--- src/rtl/mips_mc_sequencer.sv ---
// Multicycle control sequencer for the mips_32 datapath: FETCH/DECODE/EXEC/MEM/WB with a MOC handshake.
// Optional MOC timeout / bus error is compiled in with `define MIPS_MOC_TIMEOUT_EN.
module mips_mc_sequencer #(
  parameter int MOC_TIMEOUT = 64,
  parameter int CNT_W       = 7
) (
  input  logic       clk,
  input  logic       reset,
  input  logic [5:0] opcode,
  input  logic [5:0] funct,
  input  logic       zFlag,
  input  logic       MOC,
  output logic       pc_load,
  output logic       ir_load,
  output logic       reg_dst,
  output logic       reg_write,
  output logic       alu_src,
  output logic [4:0] alu_fnc,
  output logic       RAMEnable,
  output logic       RW,
  output logic       mem_to_reg,
  output logic       jump,
  output logic       branch,
  output logic       illegal,
  output logic       bus_error,
  output logic [2:0] state_dbg
);

  // Handshake: RAMEnable/RW are held stable until a cycle with MOC=1 in FETCH or MEM;
  // that cycle completes the access and MOC in any other state is ignored.
  typedef enum logic [2:0] {
    S_IDLE   = 3'd0,
    S_FETCH  = 3'd1,
    S_DECODE = 3'd2,
    S_EXEC   = 3'd3,
    S_MEM    = 3'd4,
    S_WB     = 3'd5,
    S_HALT   = 3'd6
  } state_e;

  typedef enum logic [2:0] {
    C_R    = 3'd0,
    C_LW   = 3'd1,
    C_SW   = 3'd2,
    C_BEQ  = 3'd3,
    C_J    = 3'd4,
    C_ADDI = 3'd5,
    C_BAD  = 3'd6
  } cls_e;

  localparam logic [4:0]       FNC_ADD   = 5'd0;
  localparam logic [4:0]       FNC_SUB   = 5'd1;
  localparam logic [4:0]       FNC_FUNCT = 5'd31;
  localparam logic [CNT_W-1:0] TMO       = CNT_W'(MOC_TIMEOUT);
  localparam logic [CNT_W-1:0] CNT_ONE   = CNT_W'(1);

  state_e           state_q, state_d;
  cls_e             cls_q, cls_d, dec_cls;
  logic             illegal_q, illegal_d;
  logic [CNT_W-1:0] cnt_q, cnt_d;
  logic             waiting;
  logic             timeout;
  logic             unused_inputs;

  // funct is consumed by the ALU control unit; zFlag is qualified with branch in the datapath.
  assign unused_inputs = ^{funct, zFlag};

  always_comb begin
    unique case (opcode)
      6'b000000: dec_cls = C_R;
      6'b100011: dec_cls = C_LW;
      6'b101011: dec_cls = C_SW;
      6'b000100: dec_cls = C_BEQ;
      6'b000010: dec_cls = C_J;
      6'b001000: dec_cls = C_ADDI;
      default:   dec_cls = C_BAD;
    endcase
  end

  assign waiting = ((state_q == S_FETCH) || (state_q == S_MEM)) && !MOC;

  // Counter is zero whenever not waiting, so it is clear on every entry to FETCH/MEM.
  always_comb begin
    cnt_d = '0;
    if (waiting) begin
      cnt_d = (cnt_q == TMO) ? cnt_q : cnt_q + CNT_ONE;
    end
  end

`ifdef MIPS_MOC_TIMEOUT_EN
  logic bus_error_q;

  assign timeout = waiting && (cnt_q == TMO);

  always_ff @(posedge clk) begin
    if (reset) begin
      bus_error_q <= 1'b0;
    end else if (timeout) begin
      bus_error_q <= 1'b1;
    end
  end

  assign bus_error = bus_error_q;
`else
  assign timeout   = 1'b0;
  assign bus_error = 1'b0;
`endif

  always_ff @(posedge clk) begin
    if (reset) begin
      state_q   <= S_IDLE;
      cls_q     <= C_R;
      illegal_q <= 1'b0;
      cnt_q     <= '0;
    end else begin
      state_q   <= state_d;
      cls_q     <= cls_d;
      illegal_q <= illegal_d;
      cnt_q     <= cnt_d;
    end
  end

  always_comb begin
    state_d    = state_q;
    cls_d      = cls_q;
    illegal_d  = illegal_q;
    pc_load    = 1'b0;
    ir_load    = 1'b0;
    reg_dst    = 1'b0;
    reg_write  = 1'b0;
    alu_src    = 1'b0;
    alu_fnc    = FNC_ADD;
    RAMEnable  = 1'b0;
    RW         = 1'b0;
    mem_to_reg = 1'b0;
    jump       = 1'b0;
    branch     = 1'b0;
    unique case (state_q)
      S_IDLE: state_d = S_FETCH;
      S_FETCH: begin
        RAMEnable = 1'b1;
        RW        = 1'b1;
        if (MOC) begin
          ir_load = 1'b1;
          state_d = S_DECODE;
        end else if (timeout) begin
          state_d = S_HALT;
        end
      end
      S_DECODE: begin
        cls_d = dec_cls;
        if (dec_cls == C_BAD) begin
          illegal_d = 1'b1;
          state_d   = S_HALT;
        end else begin
          state_d = S_EXEC;
        end
      end
      S_EXEC: begin
        unique case (cls_q)
          C_R: begin
            alu_fnc = FNC_FUNCT;
            state_d = S_WB;
          end
          C_ADDI: begin
            alu_src = 1'b1;
            state_d = S_WB;
          end
          C_LW, C_SW: begin
            alu_src = 1'b1;
            state_d = S_MEM;
          end
          C_BEQ: begin
            alu_fnc = FNC_SUB;
            branch  = 1'b1;
            pc_load = 1'b1;
            state_d = S_FETCH;
          end
          C_J: begin
            jump    = 1'b1;
            pc_load = 1'b1;
            state_d = S_FETCH;
          end
          default: state_d = S_HALT;
        endcase
      end
      S_MEM: begin
        RAMEnable = 1'b1;
        RW        = (cls_q == C_LW);
        if (MOC) begin
          if (cls_q == C_LW) begin
            state_d = S_WB;
          end else begin
            pc_load = 1'b1;
            state_d = S_FETCH;
          end
        end else if (timeout) begin
          state_d = S_HALT;
        end
      end
      S_WB: begin
        reg_write  = 1'b1;
        reg_dst    = (cls_q == C_R);
        mem_to_reg = (cls_q == C_LW);
        pc_load    = 1'b1;
        state_d    = S_FETCH;
      end
      S_HALT: state_d = S_HALT;
      default: state_d = S_IDLE;
    endcase
  end

  assign illegal   = illegal_q;
  assign state_dbg = state_q;

endmodule
--- config.mk ---
export PLATFORM = sky130hd
export DESIGN_NAME = mips_mc_sequencer
export DESIGN_NICKNAME = d
export VERILOG_FILES = /design/src/rtl/mips_mc_sequencer.sv
export SDC_FILE = /design/constraint.sdc
export NUM_CORES = 1
export LEC_CHECK = 0
export CAP_MARGIN = 15
export CORE_ASPECT_RATIO = 1.1
export CORE_MARGIN = 2
export CORE_UTILIZATION = 39
export CTS_CLUSTER_SIZE = 30
export DETAILED_ROUTE_END_ITERATION = 8
export HOLD_SLACK_MARGIN = 0.12
export PLACE_DENSITY = 0.79
export SETUP_SLACK_MARGIN = 0.2
export SLEW_MARGIN = 5
export SYNTH_ARGS = -nofsm -noshare
export SYNTH_HDL_FRONTEND = slang
export SYNTH_SLANG_ARGS = --single-unit
--- constraint.sdc ---
create_clock -name clk -period 2.01 [get_ports clk]
set_input_delay 0.603 -clock clk [delete_from_list [all_inputs] [get_ports clk]]
set_output_delay 0.603 -clock clk [all_outputs]
set_load 0.005 [all_outputs]
==> results of run 1 <==
[cell families after synthesis]
group                    count (synthesis)
AO/OA/AOI/OAI                           24
XOR/XNOR                                 3
adder cells (fa/ha/maj)                  1
buffers and inverters                   15
flip-flops                               7
other                                    1
AND/OR/NAND/NOR                         49
[per-stage QoR]
| stage | instances | TNS (ns) | instance area, sq um |
|---|---|---|---|
| after global routing | 176 | -0.289 | 1300 |
| after global placement | 163 | -1.30 | 1160 |
| after floorplan | 100 | 0 | 708 |
| final | 176 | -0.0115 | 1300 |
| after detailed placement | 163 | -1.57 | 1160 |
| after CTS | 174 | -0.0114 | 1250 |
[synth_stat cells (all sizes together)]
cell type,count
a221oi,1
clkbuf,2
xnor2,2
nand2,8
o21ai,5
nand2b,3
conb,1
nand3,2
and3b,1
nand4b,1
nor4,3
a31oi,1
nor3,5
xor2,1
maj3,1
nand4,1
or4,3
nor4b,1
dfxtp,7
inv,5
o31ai,2
and2,2
a21o,2
a21oi,7
a211o,1
nor3b,2
o21a,1
o211ai,2
nor2b,5
a211oi,2
buf,8
or3b,2
nand3b,3
nor2,7
[worst min-delay path, delay by kind of cell (launching register included)]
kind	cells	cell delay (ns)
flops	1	0.31
compound gates	1	0.05
buf+inv	1	0.04
[layer usage]
layer  routed length [um]  up-vias  track usage (%)  part of all wire, %
li1                     -      478                -                    -
met1                  824      413             24.4                   38
met2                 1200       32             51.2                   56
met3                   91        5             1.11                  4.2
met4                   41        0             12.7                  1.9
met5                    0        -                0                    0
[how the worst max path moves through the flow]
stage | from | endpoint | slack [ns] | cells after the start
floorplan | state_dbg[0]$_SDFFE_PP0P_ | alu_fnc[2] | 0.25 | 4
global placement | MOC | pc_load | -0.46 | 4
detailed placement | MOC | pc_load | -0.45 | 4
CTS | cls_q[1]$_SDFFE_PP0N_ | pc_load | -0.01 | 5
global route | cls_q[0]$_SDFFE_PP0N_ | pc_load | -0.08 | 5
finish | cls_q[1]$_SDFFE_PP0N_ | pc_load | -0.01 | 5
[report_power, final]
| part | total, mW | switching (mW) | internal (mW) |
|---|---|---|---|
| Sequential | 0.235 | 0.0419 | 0.193 |
| Clock | 0.134 | 0.0581 | 0.0761 |
| Combinational | 0.923 | 0.404 | 0.520 |
[sequential cells by signal (all words and copies together) (netlist names)]
register and count:
illegal 1, cls_q 3, state_dbg 3
[placed cells by master, fill, tap and decap left out, types with 4 or more instances in the layout]
master,count
buf_4,26
buf_2,13
buf_6,12
nand2_1,8
inv_1,5
a21oi_1,5
nor2_1,5
dlygate4sd2_1,5
nor2b_1,4
dfxtp_2,4
clkdlybuf4s50_1,4
[layout make-up]
cell class / count / area, sq um
Multi-Input combinational cell: 78 / 564
Timing Repair Buffer: 65 / 518
Tap cell: 17 / 21.3
Fill cell: 116 / 317
Clock buffer: 4 / 26.3
Sequential cell: 7 / 149
Inverter: 5 / 18.8
[timing repair]
action	4_1_cts	5_1_grt
resized for setup	87	17
hold buffers	0	0
endpoints found under the setup margin	21	16
buffers inserted	7	2
pin swaps	7	11
==> impl_metrics.json, run 1 <==
{
  "grt_first_pass_wirelength_um": 3750,
  "final_max_slew_viol_count": 0,
  "holdPathEnd": "illegal$_SDFFE_PP0P_",
  "cts_buffer_depth": 2,
  "synth_top_family_by_area": "simple AND/OR/NAND/NOR gates",
  "nets": 176,
  "cp_data_required_time_ns": 1.41,
  "ir_drop_mv": 0.514,
  "worst-path-buf-inv": 1,
  "clockRootBuffer": "clkbuf_4",
  "synth_top_cell_by_area": "dfxtp_1",
  "fin_util_pct": 80.4,
  "vias": 928,
  "synth_compound_area_share_pct": 22.0,
  "synthSimpleGateAreaFrac_pct": 40.8,
  "gp_congestion": 0.828,
  "finalSetupViolCount": 1,
  "hold_path.class": "reg2reg",
  "muxShareOfSynthArea_pct": 0,
  "die-area_sq_um": 2130,
  "antenna_found_initial": 0,
  "holdCritStartpoint": "illegal$_SDFFE_PP0P_",
  "whs_ns": 0.441,
  "rsz0062_at_grt": "yes",
  "cpMaxStageDelayCell": "or3b_4",
  "synthAdderAreaFrac_pct": 1.62,
  "fp.dieH_um": 48.2,
  "area_growth_pct": 87.2,
  "synth_cells": 100,
  "final.setup.worst_slack_ns": -0.0115,
  "rows": 15,
  "synth-xor-area-share_pct": 3.79,
  "critPathArrivalTime_ns": 1.42,
  "crit_family": "simple AND/OR/NAND/NOR gates",
  "grt_start_max_net_pins": 8,
  "start_util_pct": 42.9,
  "cts.htree.levels": 1,
  "syn_area_per_cell_sq_um": 6.93,
  "start_kind": "flip-flop",
  "synth_cell_types": 36,
  "ios": 36,
  "crit_chain": "or3b_4 > a21oi_2 > o21ai_2 > o31ai_1 > buf_2",
  "clock_latency_ns": 0.26,
  "ys_ff_latch": 7,
  "seq_area_frac_synth_pct": 20.2,
  "status": "finished with violations",
  "endpoint_kind": "primary output",
  "p_leak_nw": 0.605,
  "period_needed_ns": 2.02,
  "max_stage_delay_ns": 0.38,
  "yosysWarnings": 0,
  "clkTransAtPathRegs_ns": 0.06,
  "vias_per_cell": 5.27,
  "synth_area_leaders": "dfxtp_1 (20%), a21oi_1 (5.1%), nor2b_1 (4.5%), buf_4 (4.3%), nand2_1 (4.3%)",
  "cts_made_buffers": 3,
  "dp_slack_ns": -0.447,
  "grt_pass1_vias": 890,
  "syn-cell-area_sq_um": 693,
  "chipWidth_um": 44.2,
  "design.core.area_sq_um": 1610,
  "fmaxAchievable_mhz": 495,
  "overflow": 0,
  "port_buffers": 27,
  "ant_nets": 0,
  "rrSetupSlack_ns": 0.35,
  "synth_top_area_share_pct": 20.2,
  "violations": "setup timing",
  "reg2regPathDepth": 8,
  "timing.final.crit_share_pct": 101,
  "drt_iter0_markers": 10,
  "grt_use_total_pct": 24.3,
  "hold_viol_final": 0,
  "synth_fp_nets": 116,
  "clock-sinks": 7,
  "min_path_cells": 2,
  "fin_skew_ns": 0.00480,
  "final_layout_size_suffix_gt1_share_pct": 50.3,
  "power.total_mw": 1.29,
  "wl_um": 2160,
  "cap_viol_max_count": 0,
  "first_pass_iters": 4,
  "powerDensity_nw_per_um2": 996,
  "path_max_fanout": 5,
  "worstSetupPathType": "reg2out",
  "n_antenna_cell": 0,
  "timing.rr.start": "state_dbg[2]$_SDFFE_PP0P_",
  "cts_tree": "built",
  "drc": 0,
  "timing.rr.end": "state_dbg[0]$_SDFFE_PP0P_",
  "hpwl_um": 1560,
  "wl_per_cell_um": 12.3
}
(Power assumes the default switching activity.)
==> run 2, diff against run 1 <==
- HOLD_SLACK_MARGIN: 0.12 -> 0.05
==> results of run 2 <==
Final layout, timing and power as in run 1 (identical DEF).
==> run 3, diff against run 2 <==
- PLACE_DENSITY: 0.79 -> default
- PLACE_DENSITY_LB_ADDON: default -> 0.15
==> run 3 against run 2 <==
Sequential share of layout area shrank 0.85 points. Flip-flop and latch count stayed put. Power up 15%. Non-clock buffer count rose by 10. Register-to-register slack improved by 0.08 ns. Sequential power is 6% higher. The flow still finishes with violations (setup timing). Clock-buffer cell count stayed put. Die area did not move. Clock power rose by 3%. Core utilization increased by 8.6 points.
==> impl_metrics.json, run 3 (synthesis results as in run 1) <==
{
  "status": "finished with violations",
  "violations": "setup timing",
  "grt_start_max_net_pins": 13,
  "port_buffers": 27,
  "cp_data_required_time_ns": 1.41,
  "clock_latency_ns": 0.27,
  "placedInstanceArea_sq_um": 1160,
  "p_leak_nw": 0.688,
  "layout_common_cells": "buf_4 (32), buf_2 (14), buf_6 (14)",
  "clockRootBuffer": "clkbuf_4",
  "overflow": 0,
  "fin_setup_tns_ns": -0.303,
  "ios": 36,
  "dp_slack_ns": -0.484,
  "timing.final.crit_share_pct": 104,
  "cts_buffer_depth": 2,
  "grt_first_pass_wirelength_um": 3700,
  "worstSetupPathType": "reg2out",
  "n_antenna_cell": 0,
  "wl_um": 3100,
  "fp.dieH_um": 48.2,
  "reg2regPathDepth": 6,
  "rows": 15,
  "final_max_slew_viol_count": 0,
  "nets": 186,
  "endpoint_kind": "primary output",
  "area_growth_pct": 107,
  "die-area_sq_um": 2130,
  "final_common_cell": "buf_4",
  "clock-sinks": 7,
  "min_path_cells": 2,
  "antenna_found_initial": 0,
  "placed_cells": 163,
  "timing.rr.end": "cls_q[1]$_SDFFE_PP0N_",
  "hpwl_um": 1620,
  "critical_path.startpoint": "cls_q[2]$_SDFFE_PP0N_",
  "hold_viol_final": 0,
  "final.setup.worst_slack_ns": -0.0772,
  "start_util_pct": 42.9,
  "first_pass_iters": 4,
  "vias": 1056,
  "cap_viol_max_count": 0,
  "clkTransAtPathRegs_ns": 0.05,
  "drc": 0,
  "gp_congestion": 0.783,
  "ir_drop_mv": 0.747,
  "whs_ns": 0.454,
  "cts.htree.levels": 1,
  "critPathArrivalTime_ns": 1.48,
  "rsz0062_at_grt": "yes",
  "chipWidth_um": 44.2,
  "final_layout_size_suffix_gt1_share_pct": 53.8,
  "fin_skew_ns": 0.00232,
  "holdCritStartpoint": "illegal$_SDFFE_PP0P_",
  "vias_per_cell": 5.68,
  "grt_pass1_vias": 878,
  "rrSetupSlack_ns": 0.43,
  "design.core.area_sq_um": 1610,
  "path_max_fanout": 3,
  "cts_made_buffers": 3,
  "period_needed_ns": 2.09,
  "hold_path.class": "reg2reg",
  "cts_tree": "built",
  "drt_iter0_markers": 16,
  "holdPathEnd": "illegal$_SDFFE_PP0P_",
  "grt_use_total_pct": 24.2,
  "postCtsHoldBufs": 0,
  "final_area_sq_um": 1440,
  "wl_per_cell_um": 16.7,
  "finalSetupViolCount": 5,
  "timing.rr.start": "state_dbg[2]$_SDFFE_PP0P_",
  "ant_nets": 0,
  "fmaxAchievable_mhz": 479,
  "powerDensity_nw_per_um2": 1030,
  "start_kind": "flip-flop",
  "layout.cells.non_filler": 186
}
run 3: final cells by class:
| cell class | count | area (sq um) |
|---|---|---|
| Timing Repair Buffer | 75 | 641 |
| Multi-Input combinational cell | 78 | 577 |
| Fill cell | 70 | 178 |
| Sequential cell | 7 | 153 |
| Clock buffer | 4 | 26.3 |
| Tap cell | 17 | 21.3 |
| Inverter | 5 | 18.8 |
run 3: worst max-delay path by stage:
stage	endpoint	slack [ns]	cells past startpoint
3_5_place_dp	pc_load	-0.48	4
2_1_floorplan	alu_fnc[2]	0.25	4
6_report	pc_load	-0.08	5
4_1_cts	alu_fnc[4]	-0.02	4
3_3_place_gp	pc_load	-0.48	4
5_1_grt	pc_load	-0.11	5
run 3: worst max-delay path, stage by stage (launching register included):
cell and delay, ns:
dfxtp_2 0.36, or3b_4 0.39, a21oi_2 0.17, o21ai_2 0.09, o31ai_4 0.06, buf_2 0.14
run 3: what timing repair did:
item | CTS | global route
pin swaps | 12 | 13
cloned | 0 | 1
gates resized for setup | 95 | 25
endpoints found under the setup margin | 20 | 18
buffers inserted | 9 | 9
run 3: through the flow:
stage / util (%) / total power [mW]
2_1_floorplan: - / 0.594
3_3_place_gp: 71.9 / 0.982
3_5_place_dp: 71.9 / 1.00
4_1_cts: 79.5 / 1.22
5_1_grt: 89.0 / 1.55
6_report: 89.0 / 1.48
run 3: report_power, final:
group / leakage [nW] / switching (mW) / internal (mW)
registers: 0.0603 / 0.0529 / 0.198
logic: 0.613 / 0.482 / 0.611
clock network: 0.0150 / 0.0616 / 0.0764
run 3: per-layer routing:
layer	vias to the layer above	share of wire [%]	track usage, %
met3	10	3.5	2.96
met1	507	41	25.3
met5	-	0	0
met4	0	3.1	13.9
li1	497	-	-
met2	42	52	47.4
